**src/rtl/clint_pkg.sv**
```systemverilog
// Shared definitions for the core-local interruptor: register offsets inside
// the 64 KiB window, the bus-access FSM state type and the byte-lane merge.
package clint_pkg;

  localparam logic [15:0] CLINT_MSIP_OFF     = 16'h0000;
  localparam logic [15:0] CLINT_MTIMECMP_OFF = 16'h4000;
  localparam logic [15:0] CLINT_MTIME_OFF    = 16'hBFF8;

  typedef enum logic [1:0] {
    IDLE   = 2'd0,
    ACCESS = 2'd1,
    RESP   = 2'd2
  } clint_state_e;

  // Replace only the byte lanes whose strobe bit is set.
  function automatic logic [63:0] strb_merge(input logic [63:0] old_val,
                                             input logic [63:0] new_val,
                                             input logic [7:0]  strobe);
    logic [63:0] res;
    res = old_val;
    for (int i = 0; i < 8; i++) begin
      if (strobe[i]) res[i*8 +: 8] = new_val[i*8 +: 8];
    end
    return res;
  endfunction

endpackage

```
**src/rtl/sync2.sv**
```systemverilog
// Two-flop synchronizer for a single asynchronous level, async active-low reset.
module sync2 (
  input  logic clk,
  input  logic reset,
  input  logic d,
  output logic q
);

  logic meta;

  // Shift the raw level through two flops to settle metastability.
  always_ff @(posedge clk or negedge reset) begin
    if (!reset) begin
      meta <= 1'b0;
      q    <= 1'b0;
    end else begin
      meta <= d;
      q    <= meta;
    end
  end

endmodule

```
**src/rtl/clint.sv**
```systemverilog
// Core-local interruptor: msip / mtimecmp / mtime registers behind a simple
// request/response data bus, plus the timer, software and external interrupt
// lines towards the CSR unit.
// Build option: define CLINT_EXT_SYNC_EN to pass ext_irq through a two-flop
// synchronizer (exint lags by 2 cycles); otherwise exint is a single
// registered copy (1-cycle lag).
//
// state  | meaning
// -------+---------------------------------------------------------------
// IDLE   | waiting for req_valid; request fields latched on acceptance
// ACCESS | decode latched address, perform store merge or capture load data
// RESP   | data_ok pulse with rdata/resp_err; req_valid ignored
module clint
  import clint_pkg::*;
#(
  parameter logic [63:0] BASE_ADDR = 64'h0200_0000,
  parameter int          TICK_DIV  = 1
) (
  input  logic        clk,
  input  logic        reset,
  input  logic        req_valid,
  input  logic [63:0] req_addr,
  input  logic        req_write,
  input  logic [7:0]  req_strobe,
  input  logic [63:0] req_wdata,
  output logic        data_ok,
  output logic [63:0] rdata,
  output logic        resp_err,
  input  logic        ext_irq,
  output logic        trint,
  output logic        swint,
  output logic        exint
);

  localparam int TW = (TICK_DIV > 1) ? $clog2(TICK_DIV) : 1;

  clint_state_e   state_q;
  logic [63:0]    addr_q;
  logic           write_q;
  logic [7:0]     strobe_q;
  logic [63:0]    wdata_q;

  logic           msip_q;
  logic [63:0]    mtimecmp_q;
  logic [63:0]    mtime_q;
  logic [TW-1:0]  tick_q;

  logic           in_win;
  logic           sel_msip;
  logic           sel_cmp;
  logic           sel_time;
  logic           sel_ok;
  logic [63:0]    rd_val;
  logic           mtime_wr;
  logic           tick_hit;

  // Address decode and read mux on the latched request.
  always_comb begin
    in_win   = (addr_q[63:16] == BASE_ADDR[63:16]);
    sel_msip = in_win && (addr_q[15:0] == CLINT_MSIP_OFF);
    sel_cmp  = in_win && (addr_q[15:0] == CLINT_MTIMECMP_OFF);
    sel_time = in_win && (addr_q[15:0] == CLINT_MTIME_OFF);
    sel_ok   = sel_msip || sel_cmp || sel_time;
    rd_val   = 64'd0;
    if (sel_msip)      rd_val = {63'd0, msip_q};
    else if (sel_cmp)  rd_val = mtimecmp_q;
    else if (sel_time) rd_val = mtime_q;
    mtime_wr = (state_q == ACCESS) && write_q && sel_time;
    tick_hit = (tick_q == TW'(TICK_DIV - 1));
  end

  // Bus FSM: latch request, perform access, issue one-cycle response.
  always_ff @(posedge clk or negedge reset) begin
    if (!reset) begin
      state_q    <= IDLE;
      addr_q     <= 64'd0;
      write_q    <= 1'b0;
      strobe_q   <= 8'd0;
      wdata_q    <= 64'd0;
      data_ok    <= 1'b0;
      rdata      <= 64'd0;
      resp_err   <= 1'b0;
      msip_q     <= 1'b0;
      mtimecmp_q <= '1;
    end else begin
      case (state_q)
        IDLE: begin
          if (req_valid) begin
            addr_q   <= req_addr;
            write_q  <= req_write;
            strobe_q <= req_strobe;
            wdata_q  <= req_wdata;
            state_q  <= ACCESS;
          end
        end
        ACCESS: begin
          state_q <= RESP;
          data_ok <= 1'b1;
          if (!sel_ok) begin
            resp_err <= 1'b1;
            rdata    <= 64'd0;
          end else if (write_q) begin
            if (sel_msip && strobe_q[0]) msip_q <= wdata_q[0];
            if (sel_cmp) mtimecmp_q <= strb_merge(mtimecmp_q, wdata_q, strobe_q);
          end else begin
            rdata <= rd_val;
          end
        end
        RESP: begin
          data_ok  <= 1'b0;
          rdata    <= 64'd0;
          resp_err <= 1'b0;
          state_q  <= IDLE;
        end
        default: state_q <= IDLE;
      endcase
    end
  end

  // Time base: prescaler plus mtime; a bus store to mtime overrides the tick.
  always_ff @(posedge clk or negedge reset) begin
    if (!reset) begin
      tick_q  <= '0;
      mtime_q <= 64'd0;
    end else begin
      tick_q <= tick_hit ? '0 : tick_q + 1'b1;
      if (mtime_wr)      mtime_q <= strb_merge(mtime_q, wdata_q, strobe_q);
      else if (tick_hit) mtime_q <= mtime_q + 64'd1;
    end
  end

  // Timer and software interrupt lines, registered from current register values.
  always_ff @(posedge clk or negedge reset) begin
    if (!reset) begin
      trint <= 1'b0;
      swint <= 1'b0;
    end else begin
      trint <= (mtime_q >= mtimecmp_q);
      swint <= msip_q;
    end
  end

`ifdef CLINT_EXT_SYNC_EN
  sync2 u_ext_sync (
    .clk   (clk),
    .reset (reset),
    .d     (ext_irq),
    .q     (exint)
  );
`else
  // External interrupt line, single registered copy.
  always_ff @(posedge clk or negedge reset) begin
    if (!reset) exint <= 1'b0;
    else        exint <= ext_irq;
  end
`endif

endmodule

```
**config.mk**
```make
export PLATFORM = sky130hd
export DESIGN_NAME = clint
export DESIGN_NICKNAME = d
export VERILOG_FILES = /design/src/rtl/clint_pkg.sv /design/src/rtl/sync2.sv /design/src/rtl/clint.sv
export SDC_FILE = /design/constraint.sdc
export NUM_CORES = 1
export LEC_CHECK = 0
export CELL_PAD_IN_SITES_DETAIL_PLACEMENT = 1
export CELL_PAD_IN_SITES_GLOBAL_PLACEMENT = 2
export CORE_MARGIN = 4
export CORE_UTILIZATION = 44
export CTS_BUF_LIST = sky130_fd_sc_hd__clkbuf_8
export DETAILED_ROUTE_END_ITERATION = 16
export DONT_BUFFER_PORTS = 1
export PLACE_DENSITY_LB_ADDON = 0.25
export SYNTH_ARGS = -nofsm -noshare
export SYNTH_HDL_FRONTEND = slang
export SYNTH_SLANG_ARGS = --single-unit
```
**constraint.sdc**
```tcl
create_clock -name clk -period 2.8 [get_ports clk]
set_clock_uncertainty 0.1 [all_clocks]
set_input_delay 0.42 -clock clk [delete_from_list [all_inputs] [get_ports clk]]
set_output_delay 0.42 -clock clk [all_outputs]
set_load 0.03 [all_outputs]
```
### After elaboration in Yosys (flattened, before gate mapping)

Cells that the tools add are included.

* output and inout port bits: 69
* flip-flop bits (word level): 338
* input bits: 141
* logic and storage cells: 102

* muxes and demuxes: 22
* magnitude comparators: 1
* add/subtract/negate cells: 2
* eq/ne operators: 17
* reduce and logical (&&, ||, !) cells: 31

Operators with widths (count)
* two-way mux 64 bit: 7
* one-hot mux 64 bit (2 select lines): 1
* adder 64 x 1 -> 64 bit (second input constant): 1
* >= comparator 64 bit: 1
* two-way mux 8 bit: 8
* equality test 48 x 10 -> 1 bit (second input constant): 1
* AND reduction 5 bit: 8
* AND reduction 2 bit: 11
* inequality test 2 bit (second input constant): 10
* equality test 16 x 15 -> 1 bit (second input constant): 1
* equality test 16 bit (second input constant): 1
* zero test 16 bit: 1
* logical AND 1 bit: 6
* one-hot mux 1 bit (2 select lines): 2
* one-hot mux 2 bit (2 select lines): 1
* AND reduction 4 bit: 1
* inequality test 3 bit (second input constant): 1
* equality test 2 x 1 -> 1 bit (second input constant): 1
* equality test 2 bit (second input constant): 1
* zero test 2 bit: 1
* logical OR 1 bit: 2
* two-way mux 1 bit: 2
* two-way mux 2 bit: 1
* inequality test 2 x 1 -> 1 bit (second input constant): 1
* other kinds (2): 2

### Depth between registers and ports, before layout

Gate-level depths: netlist of run 1.

* depth in word-level cells: 8
* mapped depth: 11

### Worst setup path before layout of run 1

OpenSTA, ideal clock, no wires.

* path type: reg2reg
* start: register mtimecmp_q[10]
* end: register trint
* slack: 0.320 ns
* buffers on the path: 0
* arrival time: 2.245 ns
* cell stages (with the launch flop): 10
* period minus slack after synthesis: 2.480 ns
* cell sequence: dfstp_2 > inv_1 > ha_1 > a21o_1 > a211o_1 > a2111o_1 > o221ai_1 > a211oi_1 > nor4b_1 > o31ai_1

* longest elaborated chain between the ends: 1

RTL lines
* start, declared: line clint.sv:44 `logic [63:0] mtimecmp_q;`
* start signal, assigned: line clint.sv:104 `if (sel_cmp) mtimecmp_q <= strb_merge(mtimecmp_q, wdata_q, strobe_q);`
* >= comparator 64 bit: line clint.sv:138 `trint <= (mtime_q >= mtimecmp_q);`
* end signal, assigned: line clint.sv:138
* end, declared: line clint.sv:30 `output logic trint,`

No other way between the ends.
A chain may end at the register's enable or synchronous reset.

### Final worst setup path of run 1

* start: register addr_q[33]
* end: register rdata[44]

* longest elaborated chain between the ends: 8
* elaborated cells between the ends (all ways): 14
* classes of those cells: eq/ne (2); mux (6); reduce/logical (6)

RTL lines
* start, declared: line clint.sv:38 `logic [63:0] addr_q;`
* start signal, assigned: line clint.sv:89 `addr_q <= req_addr;`
* equality test 48 x 10 -> 1 bit (*): line clint.sv:59 `in_win = (addr_q[63:16] == BASE_ADDR[63:16]);`
* logical AND 1 bit: line clint.sv:62 `sel_time = in_win && (addr_q[15:0] == CLINT_MTIME_OFF);`
* two-way mux 64 bit: line clint.sv:67 `else if (sel_time) rd_val = mtime_q;`
* two-way mux 64 bit: line clint.sv:66 `else if (sel_cmp) rd_val = mtimecmp_q;`
* two-way mux 64 bit: line clint.sv:65 `if (sel_msip) rd_val = {63'd0, msip_q};`
* two-way mux 64 bit: line clint.sv:102 `end else if (write_q) begin`
* two-way mux 64 bit: line clint.sv:99 `if (!sel_ok) begin`
* one-hot mux 64 bit (2 select lines): line clint.sv:86 `case (state_q)`
* end signal, assigned: line clint.sv:106 `rdata <= rd_val;`
* end, declared: line clint.sv:27 `output logic [63:0] rdata,`

Mark *: on every way between the ends. The rest lies on a longest branch, timed or not. The select of a mux whose other input is x is not followed.

==> results of run 1 <==
flip-flops by register name, indices dropped and copies added (netlist names):
| name | flops |
|---|---|
| mtime_q | 64 |
| wdata_q | 64 |
| state_q | 2 |
| trint | 1 |
| mtimecmp_q | 64 |
| resp_err | 1 |
| addr_q | 64 |
| msip_q | 1 |
| rdata | 64 |
| swint | 1 |
| write_q | 1 |
| strobe_q | 8 |
| exint | 1 |
| data_ok | 1 |
per-layer routing:
layer | global-route usage (%) | vias to the layer above | share of wire (%)
li1 | - | 5822 | -
met1 | 31.3 | 6469 | 43
met2 | 41.6 | 237 | 50
met3 | 5.67 | 73 | 4.9
met4 | 6.75 | 4 | 2.0
met5 | 0 | - | 0.044
cells in the mapped netlist, types with 7 or more instances:
cell / number
buf_2: 11
mux2_2: 139
and4_1: 10
a211oi_1: 28
nand4_1: 26
and2_1: 16
a21o_1: 12
a311oi_1: 15
and3_1: 21
a21oi_1: 43
clkbuf_1: 41
a22oi_1: 66
o22ai_1: 10
nand2_8: 8
nand3_1: 32
inv_1: 79
nand2_1: 120
ha_1: 69
nor3_1: 17
o21ai_0: 104
nor2_1: 84
a211o_1: 7
dfrtp_1: 273
dfstp_2: 64
mux2_4: 64
nor4_1: 18
cell type report:
type                    count  area, um2  share of cell area [%]
flip-flops and latches    337       8520                    41.3
multi-input cells         986       7790                    37.8
repair buffers            216       2140                    10.4
clock buffers              71        977                    4.74
well taps                 511        639                    3.10
inverters                  79        297                    1.44
clock inverters            38        246                    1.20
diodes                      2       5.00                  0.0243
repair_timing:
item,in CTS,in global routing
pin swaps,1,9
gates resized for setup,1,40
buffers inserted,0,5
hold endpoints to repair,477,337
endpoints found under the setup margin,86,181
cell usage in the layout, fill, tap and decap left out, drive strengths merged, types with 12 or more instances in the layout:
cell,Yosys,routed
nor3,19,19
nand3,33,33
and2,17,17
a22oi,66,66
inv,79,106
nand2,129,129
o21ai,104,104
nand4,26,26
nor4,22,22
a21oi,43,43
a211oi,29,29
a311oi,15,15
dfrtp,273,273
dfstp,64,64
ha,69,69
and3,21,21
a21o,12,12
mux2,203,203
nor2,84,84
dlygate4sd3,0,139
buf,22,77
clkbuf,42,71
through the flow:
| stage | utilization (%) | hold WS [ns] | cell area (um2) | std cells |
|---|---|---|---|---|
| global route | 54.9 | -0.677 | 20600 | 2239 |
| detailed placement | 47.4 | 0.0331 | 17800 | 1985 |
| floorplan | - | 0.0244 | 16700 | 1466 |
| CTS | 54.4 | -0.691 | 20400 | 2233 |
| global placement | 47.4 | 0.0323 | 17800 | 1985 |
| finish | 54.9 | -0.633 | 20600 | 2240 |
cell families (layout without fill, tap and decap cells):
group                    Yosys count  count (layout)  share of synthesized area [%]
AO/OA/AOI/OAI                    334             334                           13.2
XOR/XNOR                           1               1                         0.0523
adder cells (fa/ha/maj)           69              69                           5.16
buffers and inverters            143             404                           3.53
flip-flops                       337             337                           50.9
multiplexers                     205             205                           15.2
other                              0               2                              0
AND/OR/NAND/NOR                  377             377                           12.0
worst register-to-register path, delay by kind of cell (launching register included):
family                 cells  cell delay (ns)
AND/OR/NAND/NOR            4             1.07
AO/OA/AOI/OAI              2             0.41
flip-flops                 1             0.40
buffers and inverters      3             0.64
power groups by stage:
stage	sequential, uW	clock (uW)	combinational, uW
4_1_cts	7090	4840	2410
3_5_place_dp	7150	0	2240
5_1_grt	7310	5130	2700
6_report	7190	4740	2480
3_3_place_gp	7100	0	2140
2_1_floorplan	6600	0	1830
worst paths after layout:
kind / to / cells after the start / slack, ns / startpoint
hold reg to reg: swint / 0 / 0.29 / msip_q
hold / removal: exint / 0 / -0.63 / reset
min in group clk: addr_q[14] / 2 / 0.22 / req_valid
setup / recovery: rdata[44] / 9 / 0.07 / addr_q[33]
setup reg to reg: rdata[44] / 9 / 0.07 / addr_q[33]
max in group asynchronous: mtime_q[16] / 0 / 2.44 / reset
==> reports/results.env, run 1 <==
SETUP_TNS_NS=0
GRT-OVFL-TOTAL=0
SYNTHDOMINANTCELLAREASHARE_PCT=40.8
SYN_NETS=1676
OUTCOME='finished with violations'
YS_SEQ_AREA_SHARE_PCT=50.9
CAP_VIOLATIONS=0
LEAST_SETUP_SLACK_ACROSS_ALL_PATHS_AFTER_LAYOUT_NS=0.0652
PLACE_WS_NS=-0.160
CRITICALPATHCATEGORY='reg -> reg'
SETUP_VIOL=0
TRITONCTS.NUM_BUFFERS=60
ANTENNA_LEFT=0
SYNTHTOPCELLSBYAREA='dfrtp_1 41%, dfstp_2 10%, mux2_2 9.4%'
DIE_AREA_MM2=0.0412
DIE_H_UM=203
DRCVIOLATIONCOUNT=0
BOUNDARYPINS=210
CTS.HOLD.BUFFERS_ADDED=139
P_CLK_SHARE_PCT=32.9
YS_FF_LATCH=337
DETAILEDROUTE.FIRSTITERATIONVIOLATIONS=604
SYNTHESIS.INSTANCES=1466
CRITPATHMOSTFREQUENTCELL='buf_12'
POWER-PER-CELL-AREA_mW_PER_MM2=699
TOTAL_SWITCHING_POWER_uW=4470
GRT_ANTENNA_BEFORE_REPAIR=4
COREAREA_MM2=0.0376
PERIOD_NEEDED_NS=2.73
CRIT_PATH_TOP_DELAY_CELL='dfrtp_1'
WORST_PATH_DOMINANT_CELL_FAMILY='simple AND/OR/NAND/NOR gates'
CRIT_PATH_MAX_INCR_DELAY_NS=0.40
CTSROOTBUFFERMASTER='clkbuf_8'
MAX_SLEW.WORST_PIN.SLEW_NS=0.898
FP-ROW-COUNT=71
TOTALPOWERFINAL_uW=14400
SYNTHESIS.AREA_PER_INSTANCE_UM2=11.4
MAX-VDD-IR-DROP_V=0.000624
FINALCRITPERIODSHARE_PCT=97.7
FINAL_LAYOUT_SIZE_SUFFIX_GT1_SHARE_PCT=27.9
NFILLCELLS=3929
CTS-ROOT-TO-SINK-BUFFERS=3
P_LEAK_uW=0.00894
WORST_SLEW_MARGIN_REL_PCT=40.1
STARTING_UTILIZATION_OF_THE_CORE_AREA_PCT=44.5
CP.REQUIRED_NS=3.25
CLOCK_TREE_FROM_TRITONCTS='done'
VIOLATIONS='hold timing'
AREA.GROWTH.SYNTH_TO_FINAL_PCT=23.2
TIMING.HOLD.WORST.CLASS='in -> async'
FINALHOLDVIOLATIONS=337
HTREEDEPTH=2
CRIT_PATH_MAX_FANOUT=63
WORSTPATHARRIVAL_NS=3.19
GRT_PASS1_VIAS=13900
SYNTH.CELL_AREA_MM2=0.0167
CLOCK_LATENCY_NS=0.67
ROUTE.DETAILED.VIAS_PER_INST=5.63
SEQUENTIALPOWERSHARE_PCT=49.9
FINALMAXSLEWVIOLATIONS=0
CP-START-KIND='flip-flop'
GRT_START_MAX_NET_PINS=338
PWR-SHARE-COMB_PCT=17.2
CELL_INTERNAL_PWR_uW=9940
DETAILEDPLACEMENTHPWL_MM=32.5
GRT_FIRST_PASS_WIRELENGTH_MM=80.1
NUM_VIAS=12600
HOLD_WS_NS=-0.633
FINALWEIGHTEDCONGESTION=0.828
SYNTH_ENABLE_FLOP_CELLS=0
DOMINANT_CELL_TYPE_BY_AREA_AFTER_SYNTHESIS='dfrtp_1'
ROUTE.FINAL.WIRE_LENGTH_MM=50.5
SYNTHFLOPTYPE='dfrtp_1'
NETLIST-CELL-TYPE-COUNT=68
P_SW_SHARE_PCT=31.0
CTS.REPORTEDPATHS.CLKPINSLEW_NS=0.06
NETS=1890
DIEWIDTH_UM=203
AVGROUTEDWIREPERCELL_UM=22.5
CRITICAL_PATH_BUF_INV_COUNT=3
SYNTHARSTFLOPSHARE_PCT=100
TRACK_USAGE_PCT=24.4
MAX_CLOCK_FREQ_MHz=366
CRIT_PATH_CELL_TRACE='nor4_2, nand4_1, nor4_4, buf_4, and3_2, buf_12, o211ai_1, buf_12, o21ai_0'
PORT_BUFFERS=0
TRITONCTS_NUM_SINKS=337
DRT_PRE_ANTENNA_ITERS=5
WORST_SETUP_PATH_END_KIND='flip-flop'
YOSYSWARNINGCOUNT=0
(Power assumes the default switching activity.)
==> run 2, diff against run 1 <==
- CORE_UTILIZATION: 44 -> 41
- DONT_BUFFER_PORTS: 1 -> unset
- clock period: 2.8 -> 3.18 ns (I/O delays scaled with it)
==> run 2 against run 1 <==
- the run now ends clean
- utilization down 2.8 points
- sequential power down 14%
- total power down 14%
==> reports/results.env, run 2 (synthesis gave the netlist of run 1 again) <==
OUTCOME='completed'
SETUP_VIOL=0
MAX_CLOCK_FREQ_MHz=342
PWR-SHARE-COMB_PCT=18.4
R2R_CELLS=9
TRACK_USAGE_PCT=21.8
ROUTE.FINAL.WIRE_LENGTH_MM=48.4
COMMONEST_NON_FILL_NON_TAP_CELL_IN_THE_LAYOUT='dfrtp_1'
CTSROOTBUFFERMASTER='clkbuf_8'
DETAILEDROUTE.FIRSTITERATIONVIOLATIONS=642
GRT_START_MAX_NET_PINS=79
BOUNDARYPINS=210
DIE_AREA_MM2=0.0441
NETS=1918
NUM_VIAS=12600
MAX-VDD-IR-DROP_V=0.000434
HTREEDEPTH=2
FINALCRITPERIODSHARE_PCT=91.8
CLOCK_TREE_FROM_TRITONCTS='done'
FINAL_LAYOUT_SIZE_SUFFIX_GT1_SHARE_PCT=23.4
CP.REQUIRED_NS=3.63
PERIOD_NEEDED_NS=2.92
WORST_SLEW_MARGIN_REL_PCT=46.8
GRT-BUSIEST-LAYER='met2'
CRIT-REG2REG-LAUNCH='mtime_q[0]'
GRT.MET1_USAGE_PCT=28.6
P_LEAK_uW=0.00891
STARTING_UTILIZATION_OF_THE_CORE_AREA_PCT=41.8
GRT_PASS1_VIAS=13900
FP-ROW-COUNT=73
CELL_INTERNAL_PWR_uW=8580
WORSTPATHARRIVAL_NS=3.37
POWER-PER-CELL-AREA_mW_PER_MM2=593
ANTENNA_LEFT=0
CRITICALPATHCATEGORY='reg -> reg'
AREA.GROWTH.SYNTH_TO_FINAL_PCT=24.4
CP-START-KIND='flip-flop'
TRITONCTS.NUM_BUFFERS=58
WORST-R2R-SETUP-SLACK_NS=0.26
RSZ0062_AT_GRT='no'
CTS-ROOT-TO-SINK-BUFFERS=3
CLOCK_LATENCY_NS=0.66
FINALWEIGHTEDCONGESTION=0.812
DRCVIOLATIONCOUNT=0
CTS.REPAIR_TIMING.SETUP_BUFFER_COUNT=0
MAX_SLEW.WORST_PIN.SLEW_NS=0.794
P_SW_SHARE_PCT=30.5
CRITICAL_PATH.STARTPOINT='mtime_q[0]'
TRITONCTS_NUM_SINKS=337
CAP_VIOLATIONS=0
CTS.REPORTEDPATHS.CLKPINSLEW_NS=0.06
GRT-OVFL-TOTAL=0
P_CLK_SHARE_PCT=31.3
GRT_FIRST_PASS_WIRELENGTH_MM=77.6
FINALHOLDVIOLATIONS=0
SETUP_TNS_NS=0
ROUTE.DETAILED.VIAS_PER_INST=5.53
PORT_BUFFERS=209
REG2REG_TO='mtime_q[38]'
NFILLCELLS=4272
WORST_SETUP_PATH_END_KIND='flip-flop'
CRIT_END='mtime_q[38]'
GROUTE.LAYER.MET3.USAGE_PCT=4.20
CRIT_PATH_MAX_FANOUT=16
MOST-COMMON-LAYOUT-CELLS='273 x dfrtp_1, 208 x clkdlybuf4s50_1, 139 x mux2_2'
DETAILEDPLACEMENTHPWL_MM=34.8
AVGROUTEDWIREPERCELL_UM=21.2
PLACEMENT.CELL_AREA_MM2=0.0197
DIE_H_UM=210
SEQUENTIALPOWERSHARE_PCT=50.2
TOTAL_SWITCHING_POWER_uW=3760
POST-ROUTE-CELL-AREA_MM2=0.0208
TIMING.HOLD.WORST.CLASS='in -> reg'
DIEWIDTH_UM=210
FINALMAXSLEWVIOLATIONS=0
GRT_ANTENNA_BEFORE_REPAIR=0
ANTENNA-DIODE-COUNT=0
COREAREA_MM2=0.0400
DRT_PRE_ANTENNA_ITERS=5
GR-USAGE-MET2_PCT=36.7
run 2: what timing repair did:
item,CTS,global route
setup endpoints to repair,0,1
gates resized for setup,0,1
hold buffers,1,0
hold endpoints to repair,43,0
run 2: power groups by stage:
stage / clock [uW] / combinational, uW / sequential [uW]
after floorplan: 0 / 1610 / 5810
after global placement: 0 / 2230 / 6220
after detailed placement: 0 / 2320 / 6270
after CTS: 4020 / 2330 / 6210
after global routing: 4210 / 2500 / 6320
final: 3870 / 2280 / 6200
run 2: layout make-up:
class	count	area [um2]	share of cell area, %
inverters	79	297	1.42
well taps	525	657	3.15
flip-flops and latches	337	8510	40.9
clock inverters	41	196	0.943
repair buffers	246	2550	12.3
multi-input cells	986	7670	36.8
clock buffers	69	950	4.56
run 2: critical path, stage by stage, from the launching register on:
cell	delay (ns)
dfrtp_1	0.44
ha_1	0.26
and4_1	0.24
nand3_1	0.22
nor4_4	0.57
nand2_2	0.16
nor4_4	0.21
buf_4	0.25
a221oi_1	0.10
a311oi_1	0.28
run 2: layer usage:
layer | wire length [um] | vias up
met5 | 0 | -
met4 | 1410 | 0
met3 | 2230 | 90
met2 | 23200 | 255
met1 | 21500 | 6421
li1 | - | 5869
run 2: worst min-delay path by stage:
| stage | from | end | slack [ns] | cells after the start |
|---|---|---|---|---|
| 2_1_floorplan | reset | addr_q[0] | 0.08 | 0 |
| 3_3_place_gp | msip_q | swint | 0.30 | 0 |
| 3_5_place_dp | msip_q | swint | 0.31 | 0 |
| 4_1_cts | ext_irq | exint | 0.11 | 1 |
| 5_1_grt | ext_irq | exint | 0.13 | 1 |
| 6_report | ext_irq | exint | 0.17 | 1 |
run 2: through the flow:
step / setup WS [ns] / power [uW] / utilization [%] / hold slack (ns) / std cells
after global routing: 0.0257 / 13000 / 52.1 / 0.132 / 2283
final: 0.260 / 12300 / 52.1 / 0.170 / 2283
after detailed placement: 0.256 / 8590 / 49.2 / 0.305 / 2172
after floorplan: 0.700 / 7420 / - / 0.0814 / 1466
after global placement: 0.321 / 8450 / 49.2 / 0.302 / 2172
after CTS: 0.208 / 12600 / 52.1 / 0.109 / 2283
